==> src/rtl/imem_loader_pkg.sv <==
// Shared types and constants for the instruction-memory boot loader.
// The word-to-address helper matches the shift used by the instruction RAM.
package imem_loader_pkg;

    typedef enum logic [2:0] {
        ST_IDLE  = 3'd0,
        ST_HDR   = 3'd1,
        ST_LOAD  = 3'd2,
        ST_WRITE = 3'd3,
        ST_CSUM  = 3'd4,
        ST_DONE  = 3'd5,
        ST_ERR   = 3'd6
    } state_e;

    localparam int BYTES_PER_WORD = 4;
    localparam int WORD_SHIFT     = 2;

    function automatic logic [31:0] word_to_addr(input logic [31:0] base, input logic [31:0] idx);
        return base + (idx << WORD_SHIFT);
    endfunction

endpackage

==> src/rtl/imem_loader_byte_to_word_asm.sv <==
// Little-endian byte-to-word assembler. word_valid_o pulses combinationally with
// the fourth accepted byte so the controller can act on that same transfer.
module byte_to_word_asm
    import imem_loader_pkg::*;
(
    input  logic        clk,
    input  logic        rst_n,
    input  logic        clear_i,
    input  logic [7:0]  byte_i,
    input  logic        xfer_i,
    output logic [31:0] word_o,
    output logic        word_valid_o
);

    logic [1:0]  cnt_q, cnt_d;
    logic [23:0] buf_q, buf_d;

    // Byte counter and lower-byte buffer next state
    always_comb begin
        cnt_d = cnt_q;
        buf_d = buf_q;
        if (clear_i) begin
            cnt_d = 2'd0;
            buf_d = 24'd0;
        end else if (xfer_i) begin
            case (cnt_q)
                2'd0:    buf_d[7:0]   = byte_i;
                2'd1:    buf_d[15:8]  = byte_i;
                2'd2:    buf_d[23:16] = byte_i;
                default: buf_d        = buf_q;
            endcase
            cnt_d = cnt_q + 2'd1;
        end else begin
            cnt_d = cnt_q;
        end
    end

    // Assembler state registers
    always_ff @(posedge clk or negedge rst_n) begin
        if (!rst_n) begin
            cnt_q <= 2'd0;
            buf_q <= 24'd0;
        end else begin
            cnt_q <= cnt_d;
            buf_q <= buf_d;
        end
    end

    assign word_o       = {byte_i, buf_q};
    assign word_valid_o = xfer_i && !clear_i && (cnt_q == 2'(BYTES_PER_WORD - 1));

endmodule

==> src/rtl/imem_loader.sv <==
// Boot-time instruction RAM writer: header count, N words, checksum trailer.
// Holds the CPU in reset until an image with a matching checksum is loaded.
module imem_loader
    import imem_loader_pkg::*;
#(
    parameter logic [31:0] BASE_ADDR = 32'h0000_0000,
    parameter int          MAX_WORDS = 2048
) (
    input  logic        clk,
    input  logic        rst_n,
    input  logic        start_i,
    input  logic [7:0]  byte_data_i,
    input  logic        byte_valid_i,
    output logic        byte_ready_o,
    output logic [31:0] addr_imem_ram_o,
    output logic [31:0] wr_instr_imem_ram_o,
    output logic        wr_en_imem_ram_o,
    output logic        busy_o,
    output logic        done_o,
    output logic        err_o,
    output logic        cpu_rst_n_o
);

    localparam int IDX_W = $clog2(MAX_WORDS) + 1;

    state_e             state_q, state_d;
    logic [IDX_W-1:0]   idx_q, idx_d;
    logic [IDX_W-1:0]   cnt_q, cnt_d;
    logic [31:0]        csum_q, csum_d;
    logic [31:0]        addr_q, addr_d;
    logic [31:0]        instr_q, instr_d;
    logic               wr_en_q, wr_en_d;
    logic               busy_q, busy_d;
    logic               done_q, done_d;
    logic               err_q, err_d;
    logic               cpu_rst_n_q, cpu_rst_n_d;
    logic               xfer_s;
    logic               clear_s;
    logic               word_valid_s;
    logic [31:0]        word_s;

    assign byte_ready_o = (state_q == ST_HDR) || (state_q == ST_LOAD) || (state_q == ST_CSUM);
    assign xfer_s       = byte_valid_i && byte_ready_o;
    assign clear_s      = start_i && ((state_q == ST_IDLE) || (state_q == ST_DONE) || (state_q == ST_ERR));

    byte_to_word_asm u_asm (
        .clk          (clk),
        .rst_n        (rst_n),
        .clear_i      (clear_s),
        .byte_i       (byte_data_i),
        .xfer_i       (xfer_s),
        .word_o       (word_s),
        .word_valid_o (word_valid_s)
    );

    // Load sequencer: next state plus next values of every registered output
    always_comb begin
        state_d     = state_q;
        idx_d       = idx_q;
        cnt_d       = cnt_q;
        csum_d      = csum_q;
        addr_d      = addr_q;
        instr_d     = instr_q;
        wr_en_d     = 1'b0;
        done_d      = done_q;
        err_d       = err_q;
        cpu_rst_n_d = cpu_rst_n_q;
        case (state_q)
            ST_IDLE, ST_DONE, ST_ERR: begin
                if (clear_s) begin
                    state_d     = ST_HDR;
                    idx_d       = '0;
                    csum_d      = 32'd0;
                    done_d      = 1'b0;
                    err_d       = 1'b0;
                    cpu_rst_n_d = 1'b0;
                end else begin
                    state_d = state_q;
                end
            end
            ST_HDR: begin
                if (word_valid_s) begin
                    cnt_d = word_s[IDX_W-1:0];
                    if (word_s == 32'd0) begin
                        state_d = ST_CSUM;
                    end else if (word_s > 32'(MAX_WORDS)) begin
                        state_d = ST_ERR;
                        err_d   = 1'b1;
                    end else begin
                        state_d = ST_LOAD;
                    end
                end else begin
                    state_d = ST_HDR;
                end
            end
            ST_LOAD: begin
                if (word_valid_s) begin
                    instr_d = word_s;
                    csum_d  = csum_q + word_s;
                    addr_d  = word_to_addr(BASE_ADDR, 32'(idx_q));
                    wr_en_d = 1'b1;
                    state_d = ST_WRITE;
                end else begin
                    state_d = ST_LOAD;
                end
            end
            ST_WRITE: begin
                idx_d = idx_q + IDX_W'(1);
                if ((idx_q + IDX_W'(1)) == cnt_q) begin
                    state_d = ST_CSUM;
                end else begin
                    state_d = ST_LOAD;
                end
            end
            ST_CSUM: begin
                if (word_valid_s) begin
                    if (word_s == csum_q) begin
                        state_d     = ST_DONE;
                        done_d      = 1'b1;
                        cpu_rst_n_d = 1'b1;
                    end else begin
                        state_d = ST_ERR;
                        err_d   = 1'b1;
                    end
                end else begin
                    state_d = ST_CSUM;
                end
            end
            default: begin
                state_d = ST_IDLE;
            end
        endcase
        busy_d = (state_d == ST_HDR) || (state_d == ST_LOAD) ||
                 (state_d == ST_WRITE) || (state_d == ST_CSUM);
    end

    // State and output registers
    always_ff @(posedge clk or negedge rst_n) begin
        if (!rst_n) begin
            state_q     <= ST_IDLE;
            idx_q       <= '0;
            cnt_q       <= '0;
            csum_q      <= 32'd0;
            addr_q      <= 32'd0;
            instr_q     <= 32'd0;
            wr_en_q     <= 1'b0;
            busy_q      <= 1'b0;
            done_q      <= 1'b0;
            err_q       <= 1'b0;
            cpu_rst_n_q <= 1'b0;
        end else begin
            state_q     <= state_d;
            idx_q       <= idx_d;
            cnt_q       <= cnt_d;
            csum_q      <= csum_d;
            addr_q      <= addr_d;
            instr_q     <= instr_d;
            wr_en_q     <= wr_en_d;
            busy_q      <= busy_d;
            done_q      <= done_d;
            err_q       <= err_d;
            cpu_rst_n_q <= cpu_rst_n_d;
        end
    end

    assign addr_imem_ram_o     = addr_q;
    assign wr_instr_imem_ram_o = instr_q;
    assign wr_en_imem_ram_o    = wr_en_q;
    assign busy_o              = busy_q;
    assign done_o              = done_q;
    assign err_o               = err_q;
    assign cpu_rst_n_o         = cpu_rst_n_q;

endmodule

==> config.mk <==
export PLATFORM = sky130hd
export DESIGN_NAME = imem_loader
export DESIGN_NICKNAME = d
export VERILOG_FILES = /design/src/rtl/imem_loader_pkg.sv /design/src/rtl/imem_loader_byte_to_word_asm.sv /design/src/rtl/imem_loader.sv
export SDC_FILE = /design/constraint.sdc
export NUM_CORES = 1
export LEC_CHECK = 0
export CAP_MARGIN = 25
export CORE_ASPECT_RATIO = 0.75
export CORE_MARGIN = 2
export CORE_UTILIZATION = 40
export DETAILED_ROUTE_END_ITERATION = 12
export GPL_ROUTABILITY_DRIVEN = 0
export GPL_TIMING_DRIVEN = 0
export RECOVER_POWER = 50
export SYNTH_ARGS = -nofsm -noshare
export SYNTH_HDL_FRONTEND = slang
export SYNTH_SLANG_ARGS = --single-unit
==> constraint.sdc <==
create_clock -name clk -period 5.1 [get_ports clk]
set_input_delay 0.51 -clock clk [delete_from_list [all_inputs] [get_ports clk]]
set_output_delay 0.51 -clock clk [all_outputs]
set_load 0.02 [all_outputs]
==> insert_results.sql, run 1 <==
INSERT INTO impl_metrics (metric_group, metric, value, unit) VALUES
('status', 'status', 'finished, violations left', ''),
('status', 'failed_checks', 'max-capacitance violations, max-slew violations', ''),
('placement', 'detailedPlacementHpwl', '15.1', 'mm'),
('global_route', 'vias_in_the_first_global_route', '5955', ''),
('critical_path', 'path_class', 'input port to asynchronous set/reset pin', ''),
('critical_path', 'worst-path-buf-inv', '1', ''),
('pwr', 'p_sw_frac', '0.388', ''),
('synthesis', 'post_synth.cell_area_avg', '8.70', 'um^2'),
('global_route', 'grt_start_max_net_pins', '69', ''),
('synthesis', 'commonest_cells_post_synth', 'nand2_1 (228), dfrtp_1 (133), a21oi_1 (60)', ''),
('timing', 'finalWorstSetupSlack', '1.66', 'ns'),
('floorplanning', 'die_h', '123', 'um'),
('critical_path', 'cpPeakStageDelay', '2.56', 'ns'),
('critical_path', 'crit_path_max_fanout', '66', ''),
('detailed_routing', 'detail_route.wl_per_cell', '17.0', 'um'),
('clock_network', 'holdBufCountCts', '0', ''),
('synthesis', 'synth_enable_flop_cells', '0', ''),
('pwr', 'share_of_power_burned_in_registers', '0.350', ''),
('synthesis', 'yosysMostFrequentCell', 'nand2_1', ''),
('pwr', 'p_clk_frac', '0.284', ''),
('timing', 'finalWorstPathRequiredPeriod', '3.44', 'ns'),
('placement', 'worst_case_setup_slack_after_placement', '1.38', 'ns'),
('layout', 'layout.cell_area.non_filler', '9170', 'um^2'),
('timing', 'maxSlewViolCount', '66', ''),
('critical_path', 'worst_r2r_startpoint', 'u_asm.buf_q[0]$_DFFE_PN0P_', ''),
('global_route', 'track_usage', '0.218', ''),
('detailed_routing', 'route.vias.total', '6524', ''),
('clock_network', 'cts.sink_count', '133', ''),
('pwr', 'power', '4.49', 'mW'),
('synthesis', 'synth.yosys.seq_area_share', '0.441', ''),
('placement', 'port-buffer-count', '61', ''),
('critical_path', 'crit_chain', 'clkbuf_1', ''),
('floorplanning', 'design.die.area', '20000', 'um^2'),
('timing', 'max_slew_margin_vs_limit', '-1.47', ''),
('detailed_routing', 'post_drt_antenna_nets', '0', ''),
('layout', 'net_count_final', '1016', ''),
('critical_path', 'ff2ff_setup_slack', '1.90', 'ns'),
('pwr', 'p_switching', '1.74', 'mW'),
('critical_path', 'cp_data_arrival_time', '3.11', 'ns'),
('clock_network', 'clockRootBuffer', 'clkbuf_16', ''),
('pwr', 'static-leakage-power', '4.38', 'nW'),
('layout', 'insertedDiodeCount', '0', ''),
('synthesis', 'synth_cell_type_count', '55', ''),
('layout', 'fillerInstances', '1786', ''),
('synthesis', 'yosys_warnings', '0', ''),
('timing', 'post-route-period-util', '0.674', ''),
('synthesis', 'synth_top_cell_by_area', 'dfrtp_1', ''),
('detailed_routing', 'post-route-drc-count', '0', ''),
('global_route', 'grt_pass1_wl', '33.2', 'mm'),
('critical_path', 'crit-reg2reg-capture', 'csum_q[24]$_DFFE_PN0P_', ''),
('pwr', 'comb_power_share', '0.365', ''),
('detailed_routing', 'wirelength', '20.9', 'mm'),
('clock_network', 'postCtsSetupRepairBufs', '0', ''),
('clock_network', 'post_cts_resize_count', '0', ''),
('clock_network', 'clock_path_buffers', '2', ''),
('timing', 'clock.fmax', '291', 'MHz'),
('placement', 'placement.cell_area', '8560', 'um^2'),
('hold_path', 'holdPathEnd', 'wr_instr_imem_ram_o[14]$_DFFE_PN0P_', ''),
('floorplanning', 'placeableCoreArea', '18500', 'um^2'),
('critical_path', 'timing.critical_path.slowest_stage_cell', 'clkbuf_1', ''),
('timing', 'fin_hold_ws', '0.467', 'ns'),
('detailed_routing', 'vias_per_cell', '5.32', ''),
('run', 'max_cap_check_violation_count', '1', ''),
('floorplanning', 'rows', '43', ''),
('layout', 'drive_above_1_share', '0.0766', ''),
('floorplanning', 'ioPinCount', '82', ''),
('synthesis', 'yosysTopAreaCellShare', '0.441', ''),
('floorplanning', 'floorplan.initialDensity', '0.408', ''),
('critical_path', 'critical-path-top-delay-family', 'buffers and inverters', ''),
('pwr', 'vdd_drop_max', '0.314', 'mV'),
('timing', 'finalClockSkew', '0.0123', 'ns');
==> cells by family (layout without fill, tap and decap cells) <==
kind of cell,after synthesis,after routing,share of synthesized area
multiplexers,20,20,0.0289
buffers and inverters,80,173,0.0509
XOR/XNOR,47,47,0.0546
adder cells (fa/ha/maj),37,37,0.0624
AND/OR/NAND/NOR,359,359,0.209
AO/OA/AOI/OAI,190,190,0.153
other,1,20,0.000497
flip-flops,133,133,0.441
==> power groups by stage <==
| stage | sequential, mW | clock (mW) | combinational [mW] |
|---|---|---|---|
| global placement | 1.58 | 0 | 1.61 |
| detailed placement | 1.58 | 0 | 1.63 |
| global route | 1.60 | 1.34 | 1.81 |
| floorplan | 1.57 | 0 | 1.03 |
| CTS | 1.57 | 1.29 | 1.64 |
| finish | 1.57 | 1.28 | 1.64 |
==> cell type report <==
| class | instances | area [um^2] | share of cell area |
|---|---|---|---|
| Tap cell | 247 | 309 | 0.0337 |
| Clock inverter | 8 | 123 | 0.0134 |
| Inverter | 15 | 56.3 | 0.00614 |
| Timing Repair Buffer | 62 | 632 | 0.0689 |
| Buffer | 65 | 328 | 0.0358 |
| Sequential cell | 133 | 3330 | 0.363 |
| Multi-Input combinational cell | 673 | 3900 | 0.426 |
| Clock buffer | 23 | 488 | 0.0532 |
==> per-layer routing <==
layer,part of all wire,vias to the layer above,global-route usage
met5,0,-,0
met4,0.0090,0,0.0531
met3,0.071,12,0.0480
met2,0.38,208,0.280
met1,0.54,3134,0.358
li1,-,3170,-
==> state kept, by name, summed over array words and instances, names as in the netlist <==
name	flops
addr_imem_ram_o	12
idx_q	12
state_q	3
csum_q	32
wr_en_imem_ram_o	1
u_asm.buf_q	24
err_o	1
cnt_q	12
busy_o	1
u_asm.cnt_q	2
cpu_rst_n_o	1
wr_instr_imem_ram_o	32
==> worst max path at each step <==
stage                                    start                                  to  cells past startpoint
floorplan           u_asm.buf_q[0]$_DFFE_PN0P_              csum_q[20]$_DFFE_PN0P_                     10
global placement                         rst_n  wr_instr_imem_ram_o[6]$_DFFE_PN0P_                      1
detailed placement              byte_data_i[0]                    busy_o$_DFF_PN0_                     12
CTS                             byte_data_i[0]                    busy_o$_DFF_PN0_                     12
global route                             rst_n                idx_q[8]$_DFFE_PN0P_                      1
finish                                   rst_n               idx_q[10]$_DFFE_PN0P_                      1
==> layout by cell type (no fill, tap or decap), types with 5 or more instances in the layout <==
| master | n |
|---|---|
| dfrtp_1 | 133 |
| clkbuf_1 | 39 |
| nand4_1 | 5 |
| nand2b_1 | 6 |
| nand3_1 | 37 |
| and2_1 | 5 |
| a22o_1 | 5 |
| clkdlybuf4s50_1 | 35 |
| xnor2_1 | 29 |
| nor3_1 | 11 |
| mux2_2 | 14 |
| conb_1 | 20 |
| mux2i_1 | 6 |
| buf_4 | 22 |
| a211oi_1 | 6 |
| inv_1 | 14 |
| clkbuf_16 | 17 |
| buf_1 | 6 |
| o22ai_1 | 14 |
| nor4_1 | 15 |
| a21oi_1 | 60 |
| nor2_1 | 29 |
| dlygate4sd3_1 | 25 |
| and3_1 | 8 |
| a31oi_1 | 8 |
| o21ai_0 | 50 |
| nand2_1 | 228 |
| a21o_1 | 11 |
| ha_1 | 36 |
| o31ai_1 | 6 |
| o211ai_1 | 5 |
| xor2_1 | 18 |
Power figures use the tool's default switching activity.
==> inputs of run 2 (changes only) <==
- clock period: 5.1 -> 3 ns (I/O delays scaled with it)
==> run 2 against run 1 <==
Compared with the run above: the run still ends with max-capacitance violations, max-slew violations left; die area unchanged; critical path depth up 9; final cell count about the same; utilization up 0.48 points; clock power increased by 69%; first-iteration DRC count shrank 0.32%; via count shrank 0.11%; combinational power is 73% higher; total power rose by 71%; register-to-register slack worse by 1.8 ns; wire length grew 0.92%; worst setup slack worse by 1.5 ns; highest routed layer unchanged.
==> insert_results.sql, run 2 (same netlist as run 1, synthesis figures left out) <==
INSERT INTO impl_metrics (metric_group, metric, value, unit) VALUES
('detailed_routing', 'wirelength', '21.1', 'mm'),
('critical_path', 'critical_path.startpoint_type', 'flip-flop', ''),
('layout', 'drive_above_1_share', '0.0982', ''),
('timing', 'timing_worst_slew_pin_value', '1.73', 'ns'),
('layout', 'area.growth.synth_to_final', '22.7', '%'),
('global_route', 'vias_in_the_first_global_route', '5960', ''),
('floorplanning', 'die_h', '123', 'um'),
('floorplanning', 'rows', '43', ''),
('pwr', 'power', '7.67', 'mW'),
('critical_path', 'timing.critical_path.slowest_stage_cell', 'dfrtp_1', ''),
('timing', 'finalWorstPathRequiredPeriod', '2.88', 'ns'),
('timing', 'finalWorstSetupSlack', '0.120', 'ns'),
('clock_network', 'clock_path_buffers', '2', ''),
('critical_path', 'critical_path_data_required_time', '3.29', 'ns'),
('run', 'max_cap_check_violation_count', '1', ''),
('pwr', 'static-leakage-power', '4.39', 'nW'),
('detailed_routing', 'route.vias.total', '6517', ''),
('critical_path', 'crit_path_max_fanout', '5', ''),
('floorplanning', 'design.die.area', '20000', 'um^2'),
('hold_path', 'holdCritPathClass', 'input port to flip-flop', ''),
('clock_network', 'cts_inserted_buffers', '17', ''),
('placement', 'worst_case_setup_slack_after_placement', '-0.506', 'ns'),
('critical_path', 'worst_r2r_startpoint', 'u_asm.buf_q[3]$_DFFE_PN0P_', ''),
('timing', 'post-route-period-util', '0.960', ''),
('status', 'status', 'finished, violations left', ''),
('critical_path', 'crit_chain', 'ha_1, nand2_1, o31ai_2, o211ai_1, nand2_1, a41o_1, o221ai_2, nor4b_2, o32ai_1, a21oi_1', ''),
('layout', 'final_cells', '1225', ''),
('clock_network', 'worstSkewPairLatency', '0.42', 'ns'),
('critical_path', 'endpoint_kind', 'flip-flop', ''),
('critical_path', 'cpPeakStageDelay', '0.46', 'ns'),
('timing', 'finalClockSkew', '0.00784', 'ns'),
('critical_path', 'cp_data_arrival_time', '3.17', 'ns'),
('placement', 'detailedPlacementHpwl', '15.1', 'mm'),
('layout', 'insertedDiodeCount', '0', ''),
('clock_network', 'cts_clock_pin_slew_for_the_worst_setup_and_hold_paths', '0.06', 'ns'),
('clock_network', 'clockRootBuffer', 'clkbuf_16', ''),
('timing', 'timing.final.hold_violations', '0', ''),
('placement', 'port-buffer-count', '61', ''),
('clock_network', 'postCtsSetupRepairBufs', '0', ''),
('floorplanning', 'floorplan.die.width', '163', 'um'),
('layout', 'most_used_cells_in_the_layout_excluding_fill_and_tap_cells', 'nand2_1 (228), dfrtp_1 (130), a21oi_1 (56), o21ai_0 (50), nand3_1 (37)', ''),
('hold_path', 'hold_path_startpoint', 'byte_data_i[0]', ''),
('clock_network', 'cts.sink_count', '133', ''),
('clock_network', 'cts_htree_levels', '4', ''),
('global_route', 'grt-ovfl-total', '0', ''),
('detailed_routing', 'post_drt_antenna_nets', '0', ''),
('detailed_routing', 'vias_per_cell', '5.32', ''),
('floorplanning', 'floorplan.initialDensity', '0.408', ''),
('global_route', 'grt_pass1_wl', '33.3', 'mm'),
('critical_path', 'path_class', 'flip-flop to flip-flop', ''),
('detailed_routing', 'detailedRoute.firstIterationViolations', '617', ''),
('critical_path', 'crit_start', 'u_asm.buf_q[3]$_DFFE_PN0P_', ''),
('timing', 'max_slew_margin_vs_limit', '-0.156', ''),
('timing', 'clock.fmax', '347', 'MHz'),
('floorplanning', 'placeableCoreArea', '18500', 'um^2'),
('detailed_routing', 'post-route-drc-count', '0', ''),
('detailed_routing', 'detail_route.wl_per_cell', '17.2', 'um'),
('floorplanning', 'ioPinCount', '82', ''),
('global_route', 'grt_start_max_net_pins', '69', ''),
('layout', 'final_common_cell', 'nand2_1', ''),
('layout', 'net_count_final', '1015', ''),
('global_route', 'track_usage', '0.218', ''),
('status', 'failed_checks', 'max-capacitance violations, max-slew violations', ''),
('clock_network', 'cts_tree', 'built', ''),
('layout', 'core_utilization_of_the_finished_layout', '0.500', ''),
('timing', 'setup_viol_count_final', '0', ''),
('pwr', 'pwr_density_cell', '829', 'nW/um^2'),
('detailed_routing', 'drtPass1Iterations', '4', ''),
('critical_path', 'timing.critical_path.mode_cell', 'nand2_1', ''),
('global_route', 'grt_antenna_before_repair', '0', ''),
('pwr', 'vdd_drop_max', '0.533', 'mV'),
('placement', 'numPlacedInstances', '1195', ''),
('timing', 'maxSlewViolCount', '66', '');
-- run 2: cell count changes in the layout (fill, tap and decap cells not counted), moves of 2 or more --
cell | before | now
nor4_2 | 0 | 2
clkbuf_2 | 0 | 2
ha_1 | 36 | 33
dfrtp_1 | 133 | 130
a21oi_1 | 60 | 56
nor4_1 | 15 | 13
ha_2 | 0 | 3
clkbuf_1 | 39 | 35
dfrtp_2 | 0 | 3
a21oi_2 | 0 | 4
-- run 2: worst max-delay path, delay by kind of cell (launching register included) --
kind	cells	cell delay (ns)
AO/OA/AOI/OAI	6	1.39
adder cells (fa/ha/maj)	1	0.42
flip-flops	1	0.46
AND/OR/NAND/NOR	3	0.48
-- run 2: per-layer routing --
| metal | routed length [um] | vias to the layer above | share of wire | global-route usage |
|---|---|---|---|---|
| met5 | 0 | - | 0 | 0 |
| met3 | 1400 | 12 | 0.066 | 0.0480 |
| li1 | - | 3166 | - | - |
| met4 | 178 | 0 | 0.0084 | 0.0531 |
| met1 | 11400 | 3131 | 0.54 | 0.358 |
| met2 | 8110 | 208 | 0.38 | 0.282 |
-- run 2: what timing repair did --
action	CTS	global route
hold buffers	1	0
endpoints found under the setup margin	5	15
pin swaps	0	7
hold endpoints to repair	65	0
gates resized for setup	3	20
-- run 2: where the power goes --
| part | total [mW] | switching [mW] | internal [mW] | leakage (nW) |
|---|---|---|---|---|
| sequential | 2.68 | 0.483 | 2.20 | 1.82 |
| combinational | 2.83 | 1.72 | 1.11 | 2.28 |
| clock | 2.16 | 0.775 | 1.39 | 0.291 |
| total | 7.67 | 2.98 | 4.69 | 4.39 |
-- run 2: cell type report --
| class | instances | area, um^2 |
|---|---|---|
| multi-input cells | 673 | 3980 |
| flip-flops and latches | 133 | 3330 |
| clock buffers | 23 | 488 |
| clock inverters | 8 | 123 |
| repair buffers | 63 | 646 |
| well taps | 247 | 309 |
| fillers | 1787 | 9250 |
| inverters | 15 | 56.3 |
| plain buffers | 63 | 322 |
-- run 2: worst paths after layout --
path,end,slack (ns),cells after the start
worst max-delay path,csum_q[31]$_DFFE_PN0P_,0.12,10
max in group asynchronous,u_asm.buf_q[0]$_DFFE_PN0P_,0.98,2
worst min-delay path,wr_instr_imem_ram_o[24]$_DFFE_PN0P_,0.30,3
min in group asynchronous,wr_instr_imem_ram_o[24]$_DFFE_PN0P_,0.89,2
worst min register to register,wr_instr_imem_ram_o[14]$_DFFE_PN0P_,0.47,2
worst max register to register,csum_q[31]$_DFFE_PN0P_,0.12,10
-- run 2: through the flow --
stage / hold WS (ns) / setup TNS (ns) / area (um^2)
after floorplan: 0.00441 / 0 / 7620
after global routing: 0.314 / -0.0302 / 9260
final: 0.300 / 0 / 9260
after detailed placement: 0.357 / -1.48 / 8560
after global placement: 0.458 / -520.95 / 8540
after CTS: 0.473 / 0 / 9200
==> inputs of run 3 (changes only) <==
- SYNTH_HIERARCHICAL: default -> 1
==> run 3 against run 2 <==
Compared with the run above: the run now ends clean; clock skew rose by 0.0046 ns; sequential share of layout area fell by 1.4 points; total power rose by 6.9%; worst setup slack got worse by 0.055 ns; critical path depth rose by 2; sequential power rose by 6%; global-route usage fell by 0.25 points; critical endpoint is now csum_q[30]$_DFFE_PN0P_; highest routed layer unchanged.
==> insert_results.sql, run 3 <==
INSERT INTO impl_metrics (metric_group, metric, value, unit) VALUES
('layout', 'drive_above_1_share', '0.139', ''),
('synthesis', 'synth_enable_flop_cells', '0', ''),
('timing', 'clock.fmax', '341', 'MHz'),
('detailed_routing', 'drtPass1Iterations', '5', ''),
('pwr', 'p_switching', '3.31', 'mW'),
('critical_path', 'endpoint_kind', 'flip-flop', ''),
('placement', 'detailedPlacementHpwl', '15.3', 'mm'),
('timing', 'post-route-period-util', '0.978', ''),
('pwr', 'pwr_density_cell', '851', 'nW/um^2'),
('global_route', 'grt_start_max_net_pins', '83', ''),
('critical_path', 'crit_start', 'u_asm/buf_q[0]$_DFFE_PN0P_', ''),
('critical_path', 'critical-path-top-delay-family', 'compound AO/OA/AOI/OAI gates', ''),
('pwr', 'p_sw_frac', '0.404', ''),
('synthesis', 'yosys_warnings', '6', ''),
('hold_path', 'hold_path_startpoint', 'addr_imem_ram_o[6]$_DFFE_PN0P_', ''),
('floorplanning', 'placeableCoreArea', '19300', 'um^2'),
('clock_network', 'worstSkewPairLatency', '0.43', 'ns'),
('floorplanning', 'floorplan.initialDensity', '0.406', ''),
('global_route', 'grt_antenna_before_repair', '0', ''),
('clock_network', 'cts_htree_levels', '4', ''),
('critical_path', 'timing.critical_path.mode_cell', 'o21ai_2', ''),
('pwr', 'vdd_drop_max', '0.500', 'mV'),
('clock_network', 'clock_path_buffers', '2', ''),
('pwr', 'static-leakage-power', '4.67', 'nW'),
('critical_path', 'critical_path.startpoint_type', 'flip-flop', ''),
('layout', 'area.growth.synth_to_final', '23.2', '%'),
('pwr', 'intPower', '4.89', 'mW'),
('detailed_routing', 'post_drt_antenna_nets', '0', ''),
('critical_path', 'crit_chain', 'ha_1, fa_2, a211oi_2, o21ai_2, o21ai_2, buf_4, a21oi_4, a221oi_2, or3b_4, a41o_1, xor2_1, o21ai_1', ''),
('critical_path', 'cpPeakStageDelay', '0.45', 'ns'),
('critical_path', 'worst-path-buf-inv', '1', ''),
('floorplanning', 'die_h', '125', 'um'),
('floorplanning', 'ioPinCount', '82', ''),
('clock_network', 'clockRootBuffer', 'clkbuf_16', ''),
('synthesis', 'async_set_or_reset_flop_fraction_in_the_synthesized_netlist', '1.00', ''),
('critical_path', 'crit_path_max_fanout', '4', ''),
('placement', 'port-buffer-count', '61', ''),
('floorplanning', 'rows', '44', ''),
('status', 'status', 'completed', ''),
('layout', 'net_count_final', '1033', ''),
('critical_path', 'critical_path_data_required_time', '3.28', 'ns'),
('timing', 'fin_hold_ws', '0.471', 'ns'),
('detailed_routing', 'post-route-drc-count', '0', ''),
('detailed_routing', 'route.vias.total', '6460', ''),
('pwr', 'p_clk_frac', '0.252', ''),
('detailed_routing', 'wirelength', '21.3', 'mm'),
('critical_path', 'path_class', 'flip-flop to flip-flop', ''),
('global_route', 'grt_pass1_wl', '34.3', 'mm'),
('global_route', 'vias_in_the_first_global_route', '6116', ''),
('detailed_routing', 'detailedRoute.firstIterationViolations', '460', ''),
('layout', 'core_utilization_of_the_finished_layout', '0.500', ''),
('synthesis', 'post_synth.cell_area_avg', '8.91', 'um^2'),
('layout', 'final_common_cell', 'nand2_1', ''),
('layout', 'fillerInstances', '1840', ''),
('timing', 'finalWorstSetupSlack', '0.0656', 'ns'),
('timing', 'timing.final.hold_violations', '0', ''),
('timing', 'rsz0062_at_grt', 'yes', ''),
('synthesis', 'synthesized_instance_count', '877', ''),
('timing', 'setup_viol_count_final', '0', ''),
('synthesis', 'yosysTopAreaCellShare', '0.426', ''),
('clock_network', 'cts.sink_count', '133', ''),
('timing', 'finalWorstPathRequiredPeriod', '2.93', 'ns'),
('pwr', 'comb_power_share', '0.400', ''),
('synthesis', 'commonest_cells_post_synth', 'nand2_1 (178), dfrtp_1 (133), o21ai_0 (47)', ''),
('timing', 'maxSlewViolCount', '0', ''),
('synthesis', 'synth_flop_cell', 'dfrtp_1', ''),
('synthesis', 'synth.yosys.seq_area_share', '0.426', ''),
('synthesis', 'post_synth_instance_area', '7820', 'um^2'),
('synthesis', 'synth_cell_type_count', '61', ''),
('layout', 'most_used_cells_in_the_layout_excluding_fill_and_tap_cells', 'nand2_1 (178), dfrtp_1 (129), o21ai_0 (47), buf_4 (44), nand2b_1 (39)', ''),
('run', 'max_cap_check_violation_count', '0', ''),
('timing', 'timing_worst_slew_pin_value', '1.42', 'ns'),
('global_route', 'track_usage', '0.216', ''),
('clock_network', 'cts_tree', 'built', ''),
('floorplanning', 'design.die.area', '20700', 'um^2'),
('synthesis', 'cell_types_occupying_the_most_area_after_synthesis', 'dfrtp_1 (43%), nand2_1 (8.5%), ha_1 (5.8%)', ''),
('detailed_routing', 'detail_route.wl_per_cell', '17.1', 'um'),
('critical_path', 'cp_data_arrival_time', '3.22', 'ns'),
('synthesis', 'yosysMostFrequentCell', 'nand2_1', ''),
('pwr', 'share_of_power_burned_in_registers', '0.348', ''),
('timing', 'max_slew_margin_vs_limit', '0.0544', ''),
('critical_path', 'timing.critical_path.slowest_stage_cell', 'dfrtp_2', ''),
('global_route', 'grt-ovfl-total', '0', ''),
('critical_path', 'worst_r2r_startpoint', 'u_asm/buf_q[0]$_DFFE_PN0P_', ''),
('hold_path', 'holdCritPathClass', 'flip-flop to flip-flop', ''),
('clock_network', 'cts_clock_pin_slew_for_the_worst_setup_and_hold_paths', '0.06', 'ns'),
('floorplanning', 'floorplan.die.width', '165', 'um'),
('placement', 'worst_case_setup_slack_after_placement', '-1.54', 'ns'),
('timing', 'finalClockSkew', '0.0124', 'ns'),
('synthesis', 'synth_top_cell_by_area', 'dfrtp_1', ''),
('detailed_routing', 'vias_per_cell', '5.16', ''),
('synthesis', 'yosys_register_bits', '133', ''),
('clock_network', 'cts_inserted_buffers', '17', '');
## run 3: area by class of cell
cell class	count	area [um^2]	share of cell area
Antenna cell	1	2.50	0.000260
Clock inverter	14	141	0.0147
Multi-Input combinational cell	678	4190	0.434
Buffer	74	482	0.0500
Tap cell	253	317	0.0329
Timing Repair Buffer	71	703	0.0730
Sequential cell	133	3330	0.346
Inverter	9	40.0	0.00416
Clock buffer	18	429	0.0446
## run 3: metal layers
metal / wire length (um) / global-route usage / up-vias
met5: 0 / 0 / -
met4: 179 / 0.0487 / 0
met3: 949 / 0.0498 / 16
met2: 8770 / 0.286 / 130
met1: 11500 / 0.350 / 3123
li1: - / - / 3191
## run 3: final timing paths
path                                             endpoint  slack, ns  cells after the start
setup / recovery                   csum_q[30]$_DFFE_PN0P_       0.07                     12
hold / removal             addr_imem_ram_o[6]$_DFFE_PN0P_       0.47                      2
setup reg to reg                   csum_q[30]$_DFFE_PN0P_       0.07                     12
hold reg to reg            addr_imem_ram_o[6]$_DFFE_PN0P_       0.47                      2
max in group asynchronous      u_asm/buf_q[0]$_DFFE_PN0P_       1.20                      3
min in group asynchronous          csum_q[23]$_DFFE_PN0P_       0.74                      2
## run 3: timing repair
action / CTS / global route
hold buffers: 1 / 0
gates resized for setup: 38 / 19
endpoints found under the hold margin: 51 / 0
pin swaps: 5 / 7
buffers inserted: 4 / 4
endpoints found under the setup margin: 92 / 81
## run 3: cells by family (layout without fill, tap and decap cells)
kind of cell	Yosys count	in the layout	share of synthesized area
adders and majority gates	37	37	0.0602
xor gates and xnor gates	48	48	0.0538
buffers and inverters	85	186	0.0581
muxes	39	39	0.0519
and+or+nand+nor	365	365	0.218
other	1	21	0.000480
DFF	133	133	0.426
AOI/OAI and AO/OA	169	169	0.132
## run 3: stage by stage
step,instance area (um^2),std cells,total power [mW],TNS [ns]
finish,9630,1251,8.20,0
global route,9630,1250,8.72,-0.111
CTS,9570,1248,8.21,0
detailed placement,8840,1211,6.04,-99.12
global placement,8820,1210,6.01,-626.58
floorplan,7890,896,4.79,0
## run 3: power by group through the flow
stage,sequential [mW],combinational [mW],clock [mW]
after floorplan,2.93,1.86,0
final,2.85,3.28,2.06
after detailed placement,2.87,3.16,0
after global placement,2.88,3.13,0
after global routing,2.92,3.61,2.19
after CTS,2.85,3.27,2.09
## run 3: worst register-to-register path: stages (launching register included)
cell and delay, ns:
dfrtp_2 0.45, ha_1 0.23, fa_2 0.38, a211oi_2 0.28
o21ai_2 0.14, o21ai_2 0.17, buf_4 0.15, a21oi_4 0.06
a221oi_2 0.34, or3b_4 0.20, a41o_1 0.18, xor2_1 0.15
o21ai_1 0.08
